**src/rtl/reg_bank.sv**
```systemverilog
// CPU register file: two combinational read ports, one synchronous write port with
// full/low-half/high-half modes, carry/overflow flags and a one-register-per-cycle clear sweep.
module reg_bank #(
    parameter int DATA_W  = 16,
    parameter int ADDR_W  = 3,
    parameter bit R0_ZERO = 1'b0,
    parameter bit BYPASS  = 1'b1
) (
    input  logic              clk,
    input  logic              rst,
    input  logic              wr_en,
    input  logic [1:0]        wr_mode,
    input  logic [ADDR_W-1:0] wr_addr,
    input  logic [DATA_W-1:0] wr_data,
    input  logic [ADDR_W-1:0] rd_addr_a,
    output logic [DATA_W-1:0] rd_data_a,
    input  logic [ADDR_W-1:0] rd_addr_b,
    output logic [DATA_W-1:0] rd_data_b,
    input  logic              flag_we,
    input  logic              flag_c_in,
    input  logic              flag_v_in,
    output logic              flag_c,
    output logic              flag_v,
    input  logic              clr_start,
    output logic              busy,
    output logic              wr_drop
);

    localparam int NUM_REGS = 2 ** ADDR_W;
    localparam int HALF     = DATA_W / 2;

    localparam logic [1:0] MODE_FULL = 2'b00;
    localparam logic [1:0] MODE_LOW  = 2'b01;
    localparam logic [1:0] MODE_HIGH = 2'b10;
    localparam logic [1:0] MODE_NOP  = 2'b11;

    typedef enum logic {
        ST_IDLE  = 1'b0,
        ST_CLEAR = 1'b1
    } state_t;

    state_t            state_reg, state_next;
    logic [ADDR_W-1:0] cnt_reg, cnt_next;

    logic [DATA_W-1:0] regs [NUM_REGS];
    logic [DATA_W-1:0] stored_word;
    logic [DATA_W-1:0] merge_data;
    logic              wr_accept;
    logic              wr_drop_next;
    logic              wr_to_r0;
    logic [NUM_REGS-1:0] clr_hit;
    logic [NUM_REGS-1:0] wr_hit;

    assign busy = (state_reg == ST_CLEAR);

    // Writes to a hard-wired zero register vanish without being reported as dropped.
    assign wr_to_r0     = R0_ZERO && (wr_addr == '0);
    assign wr_accept    = wr_en && !busy && (wr_mode != MODE_NOP) && !wr_to_r0;
    assign wr_drop_next = wr_en && (busy || (wr_mode == MODE_NOP));

    assign stored_word = regs[wr_addr];

    always_comb begin
        merge_data = stored_word;
        case (wr_mode)
            MODE_FULL: merge_data = wr_data;
            MODE_LOW:  merge_data = {stored_word[DATA_W-1:HALF], wr_data[HALF-1:0]};
            MODE_HIGH: merge_data = {wr_data[HALF-1:0], stored_word[HALF-1:0]};
            default:   merge_data = stored_word;
        endcase
    end

    generate
        for (genvar gi = 0; gi < NUM_REGS; gi++) begin : g_hit
            assign clr_hit[gi] = busy && (cnt_reg == ADDR_W'(gi));
            assign wr_hit[gi]  = wr_accept && (wr_addr == ADDR_W'(gi));
        end
    endgenerate

    always_ff @(posedge clk) begin
        for (int i = 0; i < NUM_REGS; i++) begin
            if (rst || clr_hit[i]) begin
                regs[i] <= '0;
            end else if (wr_hit[i]) begin
                regs[i] <= merge_data;
            end
        end
    end

    always_comb begin
        rd_data_a = regs[rd_addr_a];
        if (BYPASS && wr_accept && (wr_addr == rd_addr_a)) begin
            rd_data_a = merge_data;
        end
        if (R0_ZERO && (rd_addr_a == '0)) begin
            rd_data_a = '0;
        end
    end

    always_comb begin
        rd_data_b = regs[rd_addr_b];
        if (BYPASS && wr_accept && (wr_addr == rd_addr_b)) begin
            rd_data_b = merge_data;
        end
        if (R0_ZERO && (rd_addr_b == '0)) begin
            rd_data_b = '0;
        end
    end

    // Flags follow the ALU regardless of the sweep; only reset clears them.
    always_ff @(posedge clk) begin
        if (rst) begin
            flag_c  <= 1'b0;
            flag_v  <= 1'b0;
            wr_drop <= 1'b0;
        end else begin
            wr_drop <= wr_drop_next;
            if (flag_we) begin
                flag_c <= flag_c_in;
                flag_v <= flag_v_in;
            end
        end
    end

    always_ff @(posedge clk) begin
        if (rst) begin
            state_reg <= ST_IDLE;
            cnt_reg   <= '0;
        end else begin
            state_reg <= state_next;
            cnt_reg   <= cnt_next;
        end
    end

    always_comb begin
        state_next = state_reg;
        cnt_next   = cnt_reg;
        case (state_reg)
            ST_IDLE: begin
                if (clr_start) begin
                    state_next = ST_CLEAR;
                    cnt_next   = '0;
                end
            end
            ST_CLEAR: begin
                cnt_next = cnt_reg + 1'b1;
                if (cnt_reg == ADDR_W'(NUM_REGS - 1)) begin
                    state_next = ST_IDLE;
                end
            end
            default: begin
                state_next = ST_IDLE;
                cnt_next   = '0;
            end
        endcase
    end

endmodule
```
**config.mk**
```make
export PLATFORM = sky130hd
export DESIGN_NAME = reg_bank
export DESIGN_NICKNAME = d
export VERILOG_FILES = /design/src/rtl/reg_bank.sv
export SDC_FILE = /design/constraint.sdc
export NUM_CORES = 1
export LEC_CHECK = 0
export ABC_CLOCK_PERIOD_IN_PS = 4800
export BUFFER_PORTS_ARGS = -buffer_cell sky130_fd_sc_hd__buf_2
export CAP_MARGIN = 15
export CORE_UTILIZATION = 30
export CTS_BUF_LIST = sky130_fd_sc_hd__clkbuf_4 sky130_fd_sc_hd__clkbuf_8
export DETAILED_ROUTE_END_ITERATION = 8
export PLACE_DENSITY = 0.57
export SKIP_CTS_REPAIR_TIMING = 1
export SYNTH_ARGS = -nofsm -noshare
export SYNTH_HDL_FRONTEND = slang
export SYNTH_SLANG_ARGS = --single-unit
```
**constraint.sdc**
```tcl
create_clock -name clk -period 4.8 [get_ports clk]
set_input_delay 0.48 -clock clk [delete_from_list [all_inputs] [get_ports clk]]
set_output_delay 0.48 -clock clk [all_outputs]
set_load 0.005 [all_outputs]
```
==> impl_results.md <==
- Fmax achieved: 297 MHz
- Core area: 29100 µm²
- Fillers: 2854
- Hold EP: flag_v$_SDFFE_PP0P_
- Clock buffer depth: 2
- Sw frac: 27.8%
- GPL Wtd Cong: 0.784
- Ys async rst share: 0%
- Layout cells sized above 1: 29.1%
- Syn_area_per_cell: 13.0 µm²
- Fin crit period: 3.37 ns
- CP max stage delay: 0.64 ns
- Layout Nets: 779
- Pre-CTS WS: 1.51 ns
- Multi-input logic area: 4550 µm²
- Max reg flops: 128
- H-tree levels: 4
- Row Count: 62
- Routed length on met1: 11000 µm
- Critical path cell sequence: a21oi_1 > and2_1 > nand2_2 > mux2i_1 > buf_2
- Setup TNS: 0 ns
- CTS tree: built
- Main flop type after synthesis: edfxtp_1
- Setup Skew: 0.0113 ns
- Number of antenna violations at the first check in global routing: 0
- Area grow syn2layout: 11.3%
- Power Dens Cells: 299 nW/µm²
- Clock root cell: clkbuf_8
- Sequential cell area: 3980 µm²
- Startpoint Class: flip-flop
- Met3 wire length: 1490 µm
- Cell count after synthesis: 693
- Max-slew headroom: 19.6%
- Worst min-delay path class: in -> reg
- RR Endpoint: regs[7][14]$_SDFFCE_PN0P_
- DIE WIDTH: 175 µm
- WP data required: 4.32 ns
- Final worst slack: 1.43 ns
- CP Data Arrival Time: 2.89 ns
- # IOs: 70
- Routed WL: 27700 µm
- RSZ-0062 raised after global routing: false
- Via/cell ratio: 5.62
- Antenna-violating nets left: 0
- Placed Instance Area: 9560 µm²
- DRC Markers: 0
- Max cap viols: 0
- Comb power frac: 18.7%
- Slowest-stage cell, CP: and2_1
- Worst vdd ir: 0.000134 V
- Hold Crit Start: flag_v_in
- Starting density of the core: 30.9%
- Buffers and inverters on the worst path: 1
- Lkg Pwr: 3.88 nW
- Pins Over Slew Limit: 0
- Die Y: 175 µm
- DIE AREA: 30600 µm²
- Top Metal Used: met4
- Vias in the first global route: 6516
- DR iter-0 viols: 606
- Wire per inst: 24.4 µm
- Total track usage: 18.4%
- Layout Cell Area excl Fill: 9990 µm²
- Final Cycle Share: 70.2%
- Mapped cell area: 8980 µm²
- CP Class: reg -> out
- Total CTS buffers: 17
- Seq/Total Area, Yosys: 44.4%
- Most common cell after layout, fill and taps aside: edfxtp_1
- Finished Layout Cells: 1136
- Reg2reg path depth: 4
- Distinct cell type count after synthesis: 49
- Status: completed
- Internal: 2.15 mW
- DRT Pass-1 Iters: 5
- Vias: 6385
- Seq cells post-synth: 135
- Crit Path Max Fanout: 18
- Largest delay share family, worst path: simple AND/OR/NAND/NOR gates
- Reg2reg start: busy$_SDFF_PP0_
- Seq pwr share: 46.6%
- Ys Warns: 0
- Clock slew at reported path FFs: 0.08 ns
- Final hold vios: 0
- Clk pwr share: 34.7%
- Clock Sinks: 135
- Largest net degree at the start of global routing: 47
- Met2 WL post-DR: 14500 µm
- Worst-skew pair later-pin latency: 0.45 ns
- Number of synthesized flops with an enable pin: 128
- Antenna Cells: 0
- Placed cells: 1104
- Syn_nets: 733
- Reg2reg setup slack: 1.82 ns
- Worst-margin pin slew: 1.20 ns
- Most frequent cells in the layout: edfxtp_1 (128), mux2i_1 (106), nor2_1 (93), a21oi_1 (71), buf_2 (68)
- Setup-failing EPs final: 0
- Crit end category: primary output
- Input/output buffers: 69
- First-pass GRT wire length: 40900 µm
- Post-DP HPWL: 18200 µm
- NetSw: 0.830 mW
- Total grt overflow: 0
- Hold Path Depth: 3
==> power groups by stage <==
stage	Sequential [mW]	Combinational [mW]	Clock (mW)
global placement	1.41	0.555	0
floorplan	1.40	0.386	0
global route	1.40	0.593	1.10
detailed placement	1.41	0.558	0
CTS	1.39	0.558	1.05
finish	1.39	0.558	1.04
==> worst reg2reg max path: stages (launching register included) <==
cell and delay, ns:
dfxtp_1 0.49, a21oi_1 0.36, and2_1 0.64, nand2_1 0.23, o21ai_2 0.86
==> kinds of logic (layout without fill, tap and decap cells) <==
| logic type | after synthesis | count (layout) | synth area share [%] |
|---|---|---|---|
| buffers and inverters | 71 | 130 | 5.17 |
| adder cells (fa/ha/maj) | 6 | 6 | 0.836 |
| XOR/XNOR | 6 | 6 | 0.585 |
| AO/OA/AOI/OAI | 141 | 141 | 11.2 |
| multiplexers | 185 | 185 | 30.3 |
| flip-flops | 135 | 135 | 44.4 |
| AND/OR/NAND/NOR | 149 | 149 | 7.61 |
==> synthesized netlist by cell type, types with 2 or more instances <==
cell type / count / area [µm²]
nand2_1: 8 / 30.0
nand3_1: 10 / 50.1
edfxtp_1: 128 / 3840
mux2_2: 15 / 169
a31oi_2: 10 / 125
and2_1: 4 / 25.0
xor2_1: 6 / 52.6
buf_1: 9 / 33.8
a22oi_1: 20 / 150
mux4_2: 52 / 1170
a32oi_1: 3 / 26.3
nor2_1: 93 / 349
mux4_1: 12 / 315
nand2b_1: 2 / 12.5
a21oi_1: 71 / 355
o211ai_2: 4 / 50.1
o22a_1: 3 / 26.3
buf_12: 3 / 60.1
a22oi_2: 2 / 25.0
a31oi_1: 12 / 75.1
nand2_2: 3 / 18.8
mux2i_1: 106 / 1060
a21boi_1: 4 / 30.0
nor3_1: 5 / 25.0
inv_1: 9 / 33.8
buf_2: 23 / 115
buf_4: 8 / 60.1
dfxtp_1: 7 / 140
ha_1: 6 / 75.1
nor2b_1: 12 / 75.1
or2_2: 6 / 37.5
buf_6: 12 / 135
clkbuf_1: 7 / 26.3
a221o_1: 3 / 30.0
==> cell type report <==
cell class	count	share of cell area, %
multi-input combinational	487	45.6
sequential	135	39.9
timing repair buffer	89	5.11
tap	384	4.81
clock buffer	19	2.49
clock inverter	13	1.78
inverter	9	0.338
==> layer usage <==
metal	GRT usage, %	vias to the layer above
met3	3.37	44
met4	8.37	0
met2	32.2	247
met1	21.8	3269
met5	0	-
li1	-	2825
==> through the flow <==
stage / hold WS [ns] / util [%] / total power, mW
after floorplan: 0.485 / - / 1.79
after global placement: 0.473 / 32.9 / 1.97
after detailed placement: 0.484 / 32.9 / 1.97
after CTS: 0.237 / 34.3 / 3.00
after global routing: 0.255 / 34.3 / 3.09
final: 0.263 / 34.3 / 2.98
==> worst max path at each step <==
stage	startpoint	end	slack, ns	cells past startpoint
after CTS	busy$_SDFF_PP0_	rd_data_a[5]	1.43	5
after floorplan	wr_mode[1]	regs[4][0]$_SDFFCE_PN0P_	1.11	6
final	busy$_SDFF_PP0_	rd_data_a[5]	1.43	5
after global placement	rd_addr_a[0]	rd_data_a[8]	1.56	7
after detailed placement	wr_mode[1]	regs[7][3]$_SDFFCE_PN0P_	1.51	5
after global routing	busy$_SDFF_PP0_	rd_data_a[5]	1.17	5
Power figures use the tool's default switching activity.
